===== config.mk =====
export PLATFORM = sky130hd
export DESIGN_NAME = ascon_reg_initiator_flat
export DESIGN_NICKNAME = d
export VERILOG_FILES = /design/src/rtl/ascon_pkg.sv /design/src/rtl/ascon_reg_initiator_if.sv /design/src/rtl/ascon_reg_xfer.sv /design/src/rtl/ascon_reg_initiator.sv /design/src/flat_wrapper.sv
export SDC_FILE = /design/constraint.sdc
export NUM_CORES = 2
export LEC_CHECK = 0
export CAP_MARGIN = 20
export CORE_AREA = 5 5 290 292
export CTS_CLUSTER_SIZE = 8
export DETAILED_ROUTE_END_ITERATION = 8
export DIE_AREA = 0 0 295 297
export MAX_ROUTING_LAYER = met4
export PLACE_DENSITY = 0.59
export SYNTH_ARGS = -nofsm -noshare
export SYNTH_HDL_FRONTEND = slang
export SYNTH_SLANG_ARGS = --single-unit

===== constraint.sdc =====
create_clock -name clk_i -period 28.5 [get_ports clk_i]
set_clock_uncertainty 0.05 [all_clocks]
set_input_delay 5.7 -clock clk_i [delete_from_list [all_inputs] [get_ports clk_i]]
set_output_delay 5.7 -clock clk_i [all_outputs]
set_load 0.01 [all_outputs]

===== src/rtl/ascon_pkg.sv =====
// ============================================================================
// Module      : ascon_pkg
// Description : Shared types and constants for the Ascon register initiator.
//               Register map defaults, CTRL/STATUS bit positions, the
//               register-interface request/response structs and the FSM
//               state encoding.
// Revision    : 1.0 - initial release
// ============================================================================
`default_nettype none

package ascon_pkg;

   localparam int unsigned ASCON_STATE_WORDS = 10;

   // Register map defaults (byte offsets from the accelerator base)
   localparam logic [31:0] ASCON_STATE_OFFS_DEF  = 32'h0000_0000;
   localparam logic [31:0] ASCON_CTRL_OFFS_DEF   = 32'h0000_0028;
   localparam logic [31:0] ASCON_STATUS_OFFS_DEF = 32'h0000_002C;

   localparam int unsigned CTRL_START_BIT      = 0;
   localparam int unsigned STATUS_FINISHED_BIT = 0;
   localparam logic [31:0] CTRL_START_VAL      = 32'h1 << CTRL_START_BIT;

   // Register-interface bus types
   typedef struct packed {
      logic [31:0] addr;
      logic        write;
      logic [31:0] wdata;
      logic [3:0]  wstrb;
      logic        valid;
   } reg_req_t;

   typedef struct packed {
      logic [31:0] rdata;
      logic        error;
      logic        ready;
   } reg_rsp_t;

   typedef enum logic [2:0] {
      ST_IDLE     = 3'd0,
      ST_WR_STATE = 3'd1,
      ST_WR_START = 3'd2,
      ST_POLL     = 3'd3,
      ST_RD_STATE = 3'd4,
      ST_RESP     = 3'd5
   } state_e;

   typedef logic [3:0] word_idx_t;

   // Byte address of state word idx
   function automatic logic [31:0] word_addr(input logic [31:0] base,
                                             input logic [31:0] offs,
                                             input word_idx_t   idx);
      return base + offs + {26'd0, idx, 2'b00};
   endfunction

endpackage

`default_nettype wire


===== src/rtl/ascon_reg_initiator_if.sv =====
// ============================================================================
// Module      : ascon_reg_initiator_if
// Description : Bundles the command/result channels, the register bus and
//               the completion interrupt of the Ascon register initiator.
//               slave  = initiator view, master = sequencer/bus-model view.
// Revision    : 1.0 - initial release
// ============================================================================
`default_nettype none

interface ascon_reg_initiator_if;
   import ascon_pkg::*;

   logic         cmd_valid_i;
   logic         cmd_ready_o;
   logic [319:0] cmd_state_i;
   logic         res_valid_o;
   logic         res_ready_i;
   logic [319:0] res_state_o;
   logic         res_err_o;
   logic         busy_o;
   reg_req_t     reg_req_o;
   reg_rsp_t     reg_rsp_i;
   logic         intr_i;

   modport slave (
      input  cmd_valid_i, cmd_state_i, res_ready_i, reg_rsp_i, intr_i,
      output cmd_ready_o, res_valid_o, res_state_o, res_err_o, busy_o, reg_req_o
   );

   modport master (
      output cmd_valid_i, cmd_state_i, res_ready_i, reg_rsp_i, intr_i,
      input  cmd_ready_o, res_valid_o, res_state_o, res_err_o, busy_o, reg_req_o
   );

endinterface

`default_nettype wire


===== src/rtl/ascon_reg_xfer.sv =====
// ============================================================================
// Module      : ascon_reg_xfer
// Description : Single-transaction register bus engine. A start pulse loads
//               the request, which is held stable until the responder's
//               ready; done/rdata/err are reported in the handshake cycle.
//               A new start may be issued in the done cycle so transfers run
//               back to back.
// Revision    : 1.0 - initial release
// ============================================================================
`default_nettype none

module ascon_reg_xfer
   import ascon_pkg::*;
(
   input  logic        clk_i,
   input  logic        rst_i,
   input  logic        start_i,
   input  logic [31:0] addr_i,
   input  logic        write_i,
   input  logic [31:0] wdata_i,
   output reg_req_t    reg_req_o,
   input  reg_rsp_t    reg_rsp_i,
   output logic        done_o,
   output logic [31:0] rdata_o,
   output logic        err_o
);

   reg_req_t req_q, req_d;
   logic     accept;

   // ready is only meaningful while a request is outstanding
   assign done_o  = req_q.valid & reg_rsp_i.ready;
   assign rdata_o = reg_rsp_i.rdata;
   assign err_o   = done_o & reg_rsp_i.error;
   assign accept  = start_i & (~req_q.valid | done_o);

   // Retire the current request on handshake, load a new one on start
   always_comb begin
      req_d = req_q;
      if (done_o) begin
         req_d = '0;
      end
      if (accept) begin
         req_d.addr  = addr_i;
         req_d.write = write_i;
         req_d.wdata = write_i ? wdata_i : 32'h0;
         req_d.wstrb = write_i ? 4'hF : 4'h0;
         req_d.valid = 1'b1;
      end
   end

   // Request register; reset drops valid immediately
   always_ff @(posedge clk_i or posedge rst_i) begin
      if (rst_i) begin
         req_q <= '0;
      end else begin
         req_q <= req_d;
      end
   end

   assign reg_req_o = req_q;

endmodule

`default_nettype wire


===== src/rtl/ascon_reg_initiator.sv =====
// ============================================================================
// Module      : ascon_reg_initiator
// Description : Drives the Ascon accelerator register port: writes the
//               320-bit state, starts the permutation, waits for completion,
//               reads the state back and returns it on the result channel.
//               Build option ASCON_IRQ_WAIT_EN: wait for intr_i instead of
//               polling STATUS (cycle-count timeout of POLL_MAX).
// Revision    : 1.0 - initial release
// ============================================================================
`default_nettype none

module ascon_reg_initiator
   import ascon_pkg::*;
#(
   parameter logic [31:0] BASE_ADDR   = 32'h0000_0000,
   parameter logic [31:0] STATE_OFFS  = ASCON_STATE_OFFS_DEF,
   parameter logic [31:0] CTRL_OFFS   = ASCON_CTRL_OFFS_DEF,
   parameter logic [31:0] STATUS_OFFS = ASCON_STATUS_OFFS_DEF,
   parameter int unsigned POLL_MAX    = 1024
)(
   input  logic                  clk_i,
   input  logic                  rst_i,
   ascon_reg_initiator_if.slave  bus
);

   localparam int unsigned     POLL_W    = $clog2(POLL_MAX + 1);
   localparam logic [POLL_W-1:0] POLL_LIM = POLL_W'(POLL_MAX);
   localparam word_idx_t       LAST_WORD = word_idx_t'(ASCON_STATE_WORDS - 1);

   state_e                                 state_q, state_d;
   word_idx_t                              word_q, word_d, word_nxt;
   logic [POLL_W-1:0]                      poll_q, poll_d, poll_nxt;
   logic                                   err_q, err_d;
   logic [ASCON_STATE_WORDS-1:0][31:0]     cmd_q, cmd_d;
   logic [ASCON_STATE_WORDS-1:0][31:0]     res_q, res_d;

   logic        x_start, x_write, x_done, x_err;
   logic [31:0] x_addr, x_wdata, x_rdata;

`ifdef ASCON_IRQ_WAIT_EN
   localparam logic [31:0] UNUSED_STATUS_OFFS = STATUS_OFFS;
`else
   logic unused_intr;
   assign unused_intr = bus.intr_i;
`endif

   ascon_reg_xfer u_xfer (
      .clk_i     (clk_i),
      .rst_i     (rst_i),
      .start_i   (x_start),
      .addr_i    (x_addr),
      .write_i   (x_write),
      .wdata_i   (x_wdata),
      .reg_req_o (bus.reg_req_o),
      .reg_rsp_i (bus.reg_rsp_i),
      .done_o    (x_done),
      .rdata_o   (x_rdata),
      .err_o     (x_err)
   );

   // Sequencer: next state, counters, buffers and the next bus transfer
   always_comb begin
      state_d  = state_q;
      word_d   = word_q;
      poll_d   = poll_q;
      err_d    = err_q;
      cmd_d    = cmd_q;
      res_d    = res_q;
      x_start  = 1'b0;
      x_addr   = 32'h0;
      x_write  = 1'b0;
      x_wdata  = 32'h0;
      word_nxt = word_q + 4'd1;
      poll_nxt = poll_q + 1'b1;

      case (state_q)
         ST_IDLE: begin
            if (bus.cmd_valid_i) begin
               cmd_d   = bus.cmd_state_i;
               res_d   = '0;
               err_d   = 1'b0;
               word_d  = '0;
               poll_d  = '0;
               // word 0 goes out straight from the input so no cycle is lost
               x_start = 1'b1;
               x_write = 1'b1;
               x_addr  = word_addr(BASE_ADDR, STATE_OFFS, 4'd0);
               x_wdata = bus.cmd_state_i[31:0];
               state_d = ST_WR_STATE;
            end
         end

         ST_WR_STATE: begin
            if (x_done) begin
               if (x_err) begin
                  err_d   = 1'b1;
                  state_d = ST_RESP;
               end else if (word_q == LAST_WORD) begin
                  x_start = 1'b1;
                  x_write = 1'b1;
                  x_addr  = BASE_ADDR + CTRL_OFFS;
                  x_wdata = CTRL_START_VAL;
                  state_d = ST_WR_START;
               end else begin
                  word_d  = word_nxt;
                  x_start = 1'b1;
                  x_write = 1'b1;
                  x_addr  = word_addr(BASE_ADDR, STATE_OFFS, word_nxt);
                  x_wdata = cmd_q[word_nxt];
               end
            end
         end

         ST_WR_START: begin
            if (x_done) begin
               if (x_err) begin
                  err_d   = 1'b1;
                  state_d = ST_RESP;
               end else begin
                  poll_d  = '0;
                  state_d = ST_POLL;
`ifndef ASCON_IRQ_WAIT_EN
                  x_start = 1'b1;
                  x_addr  = BASE_ADDR + STATUS_OFFS;
`endif
               end
            end
         end

         ST_POLL: begin
`ifdef ASCON_IRQ_WAIT_EN
            // poll counter counts clock cycles spent waiting for the interrupt
            if (bus.intr_i) begin
               word_d  = '0;
               x_start = 1'b1;
               x_addr  = word_addr(BASE_ADDR, STATE_OFFS, 4'd0);
               state_d = ST_RD_STATE;
            end else begin
               poll_d = poll_nxt;
               if (poll_nxt == POLL_LIM) begin
                  err_d   = 1'b1;
                  state_d = ST_RESP;
               end
            end
`else
            // poll counter counts completed STATUS reads
            if (x_done) begin
               if (x_err) begin
                  err_d   = 1'b1;
                  state_d = ST_RESP;
               end else begin
                  poll_d = poll_nxt;
                  if (x_rdata[STATUS_FINISHED_BIT]) begin
                     word_d  = '0;
                     x_start = 1'b1;
                     x_addr  = word_addr(BASE_ADDR, STATE_OFFS, 4'd0);
                     state_d = ST_RD_STATE;
                  end else if (poll_nxt == POLL_LIM) begin
                     err_d   = 1'b1;
                     state_d = ST_RESP;
                  end else begin
                     x_start = 1'b1;
                     x_addr  = BASE_ADDR + STATUS_OFFS;
                  end
               end
            end
`endif
         end

         ST_RD_STATE: begin
            if (x_done) begin
               if (x_err) begin
                  err_d   = 1'b1;
                  state_d = ST_RESP;
               end else begin
                  res_d[word_q] = x_rdata;
                  if (word_q == LAST_WORD) begin
                     state_d = ST_RESP;
                  end else begin
                     word_d  = word_nxt;
                     x_start = 1'b1;
                     x_addr  = word_addr(BASE_ADDR, STATE_OFFS, word_nxt);
                  end
               end
            end
         end

         ST_RESP: begin
            if (bus.res_ready_i) begin
               state_d = ST_IDLE;
            end
         end

         default: begin
            state_d = ST_IDLE;
         end
      endcase
   end

   // State, counters and data buffers
   always_ff @(posedge clk_i or posedge rst_i) begin
      if (rst_i) begin
         state_q <= ST_IDLE;
         word_q  <= '0;
         poll_q  <= '0;
         err_q   <= 1'b0;
         cmd_q   <= '0;
         res_q   <= '0;
      end else begin
         state_q <= state_d;
         word_q  <= word_d;
         poll_q  <= poll_d;
         err_q   <= err_d;
         cmd_q   <= cmd_d;
         res_q   <= res_d;
      end
   end

   assign bus.cmd_ready_o = (state_q == ST_IDLE);
   assign bus.busy_o      = (state_q != ST_IDLE);
   assign bus.res_valid_o = (state_q == ST_RESP);
   assign bus.res_state_o = res_q;
   assign bus.res_err_o   = err_q;

endmodule

`default_nettype wire

===== src/flat_wrapper.sv =====
// flat-port wrapper written by rule: the top's interface ports become plain ports
module ascon_reg_initiator_flat import ascon_pkg::*;
#(
   parameter logic [31:0] BASE_ADDR   = 32'h0000_0000,
   parameter logic [31:0] STATE_OFFS  = ASCON_STATE_OFFS_DEF,
   parameter logic [31:0] CTRL_OFFS   = ASCON_CTRL_OFFS_DEF,
   parameter logic [31:0] STATUS_OFFS = ASCON_STATUS_OFFS_DEF,
   parameter int unsigned POLL_MAX    = 1024
)
  (clk_i, rst_i, bus_cmd_valid_i, bus_cmd_state_i, bus_res_ready_i, bus_reg_rsp_i, bus_intr_i, bus_cmd_ready_o, bus_res_valid_o, bus_res_state_o, bus_res_err_o, bus_busy_o, bus_reg_req_o);
  ascon_reg_initiator_if bus_i ();
  input  logic clk_i;
  input  logic rst_i;
  input wire logic [$bits(bus_i.cmd_valid_i)-1:0] bus_cmd_valid_i;
  input wire logic [$bits(bus_i.cmd_state_i)-1:0] bus_cmd_state_i;
  input wire logic [$bits(bus_i.res_ready_i)-1:0] bus_res_ready_i;
  input wire logic [$bits(bus_i.reg_rsp_i)-1:0] bus_reg_rsp_i;
  input wire logic [$bits(bus_i.intr_i)-1:0] bus_intr_i;
  output wire logic [$bits(bus_i.cmd_ready_o)-1:0] bus_cmd_ready_o;
  output wire logic [$bits(bus_i.res_valid_o)-1:0] bus_res_valid_o;
  output wire logic [$bits(bus_i.res_state_o)-1:0] bus_res_state_o;
  output wire logic [$bits(bus_i.res_err_o)-1:0] bus_res_err_o;
  output wire logic [$bits(bus_i.busy_o)-1:0] bus_busy_o;
  output wire logic [$bits(bus_i.reg_req_o)-1:0] bus_reg_req_o;
  assign bus_i.cmd_valid_i = bus_cmd_valid_i;
  assign bus_i.cmd_state_i = bus_cmd_state_i;
  assign bus_i.res_ready_i = bus_res_ready_i;
  assign bus_i.reg_rsp_i = bus_reg_rsp_i;
  assign bus_i.intr_i = bus_intr_i;
  assign bus_cmd_ready_o = bus_i.cmd_ready_o;
  assign bus_res_valid_o = bus_i.res_valid_o;
  assign bus_res_state_o = bus_i.res_state_o;
  assign bus_res_err_o = bus_i.res_err_o;
  assign bus_busy_o = bus_i.busy_o;
  assign bus_reg_req_o = bus_i.reg_req_o;
  ascon_reg_initiator #(.BASE_ADDR(BASE_ADDR), .STATE_OFFS(STATE_OFFS), .CTRL_OFFS(CTRL_OFFS), .STATUS_OFFS(STATUS_OFFS), .POLL_MAX(POLL_MAX)) u_core (.clk_i(clk_i), .rst_i(rst_i), .bus(bus_i));
endmodule

### Yosys cells after proc, flatten, opt, wreduce, memory -nomap -nowiden

Cells that the tools add are included.

| cells by class | value |
|---|---|
| bitwise operators | 5 |
| magnitude comparators | 3 |
| equality and inequality tests | 27 |
| add/sub/neg operators | 2 |
| muxes and demuxes | 80 |
| reduce and logical (&&, ||, !) cells | 17 |

Operators by type and width:

| kind | count |
|---|---|
| $mux 320 | 3 |
| $pmux 320 s2 | 1 |
| $mux 32 | 15 |
| $bwmux 320 | 1 |
| $mux 70 | 2 |
| $bmux 32 s4 | 1 |
| $demux 32 s4 | 1 |
| $pmux 32 s4 | 1 |
| $pmux 32 s2 | 1 |
| $mux 11 | 5 |
| $mux 3 | 14 |
| $pmux 11 s3 | 1 |
| $mux 4 | 8 |
| $mux 6 | 4 |
| $ne 2x2->1 const B | 12 |
| $pmux 3 s6 | 1 |
| $mux 1 | 17 |
| $pmux 4 s3 | 1 |
| $reduce_bool 3->1 | 4 |
| $add 11x1->11 const B | 1 |
| $eq 11x11->1 const B | 1 |
| $lt 4x5->1 const B | 2 |
| $ne 3x2->1 const B | 3 |
| $reduce_and 9->1 | 1 |
| 25 further kinds | 33 |

| word-level totals | value |
|---|---|
| register bits after elaboration | 729 |
| word-level logic and storage cells | 163 |
| output and inout bits | 394 |

### Longest topological paths before layout

| logic depth | value |
|---|---|
| depth in word-level cells | 9 |
| gate-level depth with buffers | 13 |

### Modules after synthesis

Synthesis repeated with hierarchy kept, for this count alone.

| unflattened totals | value |
|---|---|
| cell total of the unflattened synthesis | 3,202 |
| area total of the unflattened synthesis | 30,762.0 um^2 |

Modules (own cells, without submodules):

| module | times used | area each (um^2) | cells each |
|---|---|---|---|
| ascon_reg_initiator | 1 | 27,642.8 | 2,939 |
| ascon_reg_xfer | 1 | 3,119.2 | 263 |

### Worst setup path before layout

No wires, ideal clock.

| path | value |
|---|---|
| path kind | input port to flip-flop |
| start point | input port bus_cmd_valid_i |
| end point | register u_core.u_xfer.req_q (netlist bit u_core.u_xfer.reg_req_o[11]) |
| library setup time | 0.148 ns |
| stages | 8 |
| data arrival time | 6.914 ns |
| slack | 21.388 ns |
| data required time | 28.302 ns |
| buffers on the path | 3 |
| cell sequence | nand2b_4 > or3_1 > buf_2 > o21a_1 > buf_6 > buf_6 > a22oi_2 > o221ai_2 |

| on the way | value |
|---|---|
| cells in the longest elaborated chain, start to end | 4 |
| elaborated cells between the ends (all ways) | 9 |
| those cells by class | mux: 7; bitwise: 1; reduce/logical: 1 |

RTL lines:

| element | RTL line | text |
|---|---|---|
| start, declared | flat_wrapper.sv:14 | `input wire logic [$bits(bus_i.cmd_valid_i)-1:0] bus_cmd_valid_i;` |
| $mux 1 / $mux 32 (equally long branches) | ascon_reg_initiator.sv:78 | `if (bus.cmd_valid_i) begin` |
| $pmux 1 s4, or another cell as far along | ascon_reg_initiator.sv:76 | `case (state_q)` |
| $and 1x1->1 / $mux 32 (equally long branches) | ascon_reg_xfer.sv:35, ascon_reg_xfer.sv:46 |  |
| $mux 70 / $reduce_bool 2->1 (equally long branches) | - |  |
| end signal, assigned | ascon_reg_xfer.sv:57 | `req_q <= req_d;` |
| end, declared | ascon_reg_xfer.sv:28 | `reg_req_t req_q, req_d;` |

Parallel ways exist; a longest one is shown, timed or not.
A chain may end at the register's enable or synchronous reset.

### Final worst setup path

| path | value |
|---|---|
| start point | input port bus_cmd_valid_i |
| end point | register u_core.cmd_q[162] (netlist name) |

| on the way | value |
|---|---|
| cells in the longest elaborated chain, start to end | 1 |

RTL lines:

| element | RTL line | text |
|---|---|---|
| $reduce_and 2->1 (no source line) | - |  |
| end signal, assigned | ascon_reg_initiator.sv:214 | `cmd_q <= cmd_d;` |
| end, declared | ascon_reg_initiator.sv:34 | `logic [ASCON_STATE_WORDS-1:0][31:0] cmd_q, cmd_d;` |

Every way passes these cells.

==> impl_metrics.py <==
metrics = {
    "placed_design": {
        "place_area_um2": 37200,
        "gp_congestion": 0.897,
        "numPortBuffers": 723,
        "post-dp-hpwl_um": 78100,
        "placed_cells": 4283,
    },
    "logic_synthesis": {
        "yosys_most_used_dff": "dfrtp_1",
        "ys_ff_latch": 697,
        "synth_edf_count": 0,
        "synth-seq-area-share_pct": 59.7,
        "avgSynthCellArea_um2": 11.1,
        "synthesis.area_um2": 29200,
        "yosys_warnings": 0,
        "syn_inst": 2643,
        "async_flop_share_pct": 100,
        "ys_types": 63,
    },
    "sta": {
        "rsz0062_at_grt": "no",
        "slew_headroom_pct": 25.1,
        "fmax_mhz": 119,
        "drv_slew": 0,
        "fin_crit_ns": 8.38,
        "setup_viol": 0,
        "worst_pin_slew_ns": 1.12,
        "finalHoldViolCount": 0,
        "finalCritPeriodShare_pct": 29.4,
        "tns_ns": 0,
    },
    "critical_path": {
        "critical_path_class": "in2reg",
        "critPathBufInv": 3,
        "cp-endpoint": "u_core.cmd_q[162]$_DFFE_PP0P_",
        "crit_start": "bus_cmd_valid_i",
        "r2r_start": "u_core.word_q[0]$_DFFE_PP0P_",
        "path_delay_family": "buffers and inverters",
        "cp_cell_sequence": "clkdlybuf4s50_1 > nand2b_4 > nor3_2 > buf_4 > buf_4 > nand2_1 > nand2_1",
        "crit_fanout": 103,
        "cp.depth": 7,
        "critical_path.max_stage_delay_ns": 0.90,
        "required_ns": 29.04,
        "r2r-end": "u_core.bus.res_state_o[38]$_DFFE_PP0P_",
        "arrival_ns": 8.92,
        "start_kind": "input port",
        "r2r_slack_ns": 24.61,
        "end_kind": "flop",
        "r2r_cells": 7,
        "slowest_stage": "buf_4",
    },
    "floorplanning": {
        "rows": 105,
        "floorplan.initialDensity_pct": 35.9,
        "die-area_um2": 87600,
        "die_x_um": 295,
        "core_um2": 81300,
        "die_h_um": 297,
        "io_pins": 753,
    },
    "pwr": {
        "p_total_mw": 2.21,
        "irDropWorstVdd_v": 0.0000434,
        "p_comb_share_pct": 5.7,
        "p_leak_nw": 17.7,
        "pwr-share-seq_pct": 46.8,
        "p_sw_share_pct": 22.9,
        "powerDensity_nw_per_um2": 55.1,
        "clock_power_share_pct": 47.5,
        "p_int_mw": 1.70,
        "p_sw_mw": 0.506,
    },
    "worst_hold_path": {
        "hold_class": "reg2reg",
        "worstHoldStart": "u_core.cmd_q[252]$_DFFE_PP0P_",
    },
    "run_status": {
        "outcome": "finished, final reports clean",
    },
    "clock_tree": {
        "cts_setup_buffers": 0,
        "cts_sinks": 697,
        "insertion_delay_ns": 0.66,
        "clockBufferDepth": 3,
        "path_clk_slew_ns": 0.05,
        "cts_tree": "yes",
        "numCtsBuffers": 98,
        "cts-root-buf": "clkbuf_16",
        "htree_levels": 3,
        "cts_resized": 0,
        "cts_hold_buf": 0,
    },
    "grt": {
        "grt_pass1_vias": 24400,
        "grt_pass1_wl_um": 165000,
        "grt_max_degree": 170,
        "grt-ovfl-total": 0,
        "antenna_found_initial": 41,
        "grt_usage_pct": 25.4,
    },
    "final_layout": {
        "design_area_um2": 40100,
        "final_cell_mix": "1043 x nand2_1, 723 x clkdlybuf4s50_1, 696 x dfrtp_1",
        "syn2layout_area_growth_pct": 37.1,
        "final_common_cell": "nand2_1",
        "drive_above_1_share_pct": 8.38,
        "finalNonFillerCells": 4440,
        "fillCellCount": 7310,
        "fin_nets": 3680,
    },
    "route": {
        "drtIter0Drc": 1560,
        "remaining_drc_errors": 0,
        "routedWlPerCell_um": 25.0,
        "antenna_left": 0,
        "via_per_inst": 5.28,
        "num_vias": 23500,
        "drt-total-wl_um": 111000,
        "first_pass_iters": 6,
    },
    "job": {
        "maxCapViolCount": 0,
    },
}
sequential cells by signal (all words and copies together), names as in the netlist:
| name | flops |
|---|---|
| u_core.bus.res_err_o | 1 |
| u_core.cmd_q | 320 |
| u_core.word_q | 4 |
| u_core.poll_q | 11 |
| u_core.state_q | 3 |
| u_core.bus.res_state_o | 320 |
| u_core.u_xfer.reg_req_o | 38 |
cell usage after synthesis (4+ instances only):
master | count | area (µm²)
buf_4 | 35 | 263
buf_6 | 4 | 45.0
nand2_1 | 1045 | 3920
and3_1 | 6 | 37.5
mux4_2 | 64 | 1440
a22oi_1 | 7 | 52.6
a211o_1 | 4 | 35.0
buf_2 | 84 | 420
o221ai_2 | 20 | 300
inv_1 | 7 | 26.3
o2bb2ai_1 | 320 | 2800
nand2b_1 | 4 | 25.0
mux2i_1 | 67 | 671
nand3_1 | 9 | 45.0
a21o_1 | 5 | 37.5
a21oi_1 | 14 | 70.1
o221ai_1 | 10 | 87.6
nor3_1 | 5 | 25.0
o31ai_1 | 5 | 37.5
clkbuf_1 | 94 | 353
ha_1 | 5 | 62.6
a22oi_2 | 25 | 313
nor2_1 | 20 | 75.1
nor2b_1 | 7 | 43.8
o21ai_0 | 22 | 110
dfrtp_1 | 697 | 17400
nand3b_1 | 5 | 37.5
power groups by stage:
stage,Combinational (mW),Sequential (mW),Clock (mW)
finish,0.126,1.03,1.05
global route,0.139,1.03,1.11
CTS,0.127,1.03,1.07
detailed placement,0.126,1.05,0
global placement,0.124,1.05,0
floorplan,0.0514,1.05,0
through the flow:
step	util, %	setup slack, ns	hold slack, ns
after CTS	49.0	20.09	0.421
final	49.3	20.12	0.417
after detailed placement	45.7	19.38	0.407
after floorplan	-	3.20	0.390
after global routing	49.2	19.90	0.434
after global placement	45.7	19.41	0.404
metal layers:
metal,GRT usage (%),wire length [µm]
met1,31.3,43900
met2,40.8,54000
met3,6.99,9800
met4,7.97,3290
met5,-,0
tightest hold or removal path: stages (launching register included):
cell,delay [ns]
dfrtp_1,0.33
nand2_1,0.05
nand2_1,0.05
worst min path at each step:
stage          depth (start not counted)  slack, ns                             to
3_3_place_gp                           2       0.40   u_core.cmd_q[16]$_DFFE_PP0P_
3_5_place_dp                           2       0.41  u_core.cmd_q[247]$_DFFE_PP0P_
6_report                               2       0.42  u_core.cmd_q[252]$_DFFE_PP0P_
2_1_floorplan                          2       0.39   u_core.cmd_q[10]$_DFFE_PP0P_
5_1_grt                                2       0.43   u_core.cmd_q[72]$_DFFE_PP0P_
4_1_cts                                2       0.42  u_core.cmd_q[136]$_DFFE_PP0P_
cells by family (layout without fill, tap and decap cells):
logic type,count (synthesis),count (layout),synth area share (%)
mux,131,131,7.23
xor+xnor,5,5,0.176
compound gates,455,455,13.8
other cells,1,70,0.0128
fa+ha+maj,5,5,0.214
flops,697,697,59.7
simple gates,1123,1123,15.0
buf+inv,226,884,3.82
cell type report:
type | instances | area (µm²) | share of cell area, %
clock inverters | 9 | 200 | 0.500
clock buffers | 103 | 2480 | 6.19
flip-flops and latches | 697 | 17400 | 43.6
well taps | 1070 | 1340 | 3.34
diodes | 42 | 105 | 0.262
multi-input cells | 1747 | 10800 | 27.0
repair buffers | 765 | 7640 | 19.1
inverters | 7 | 33.8 | 0.0843
Power figures use the tool's default switching activity.
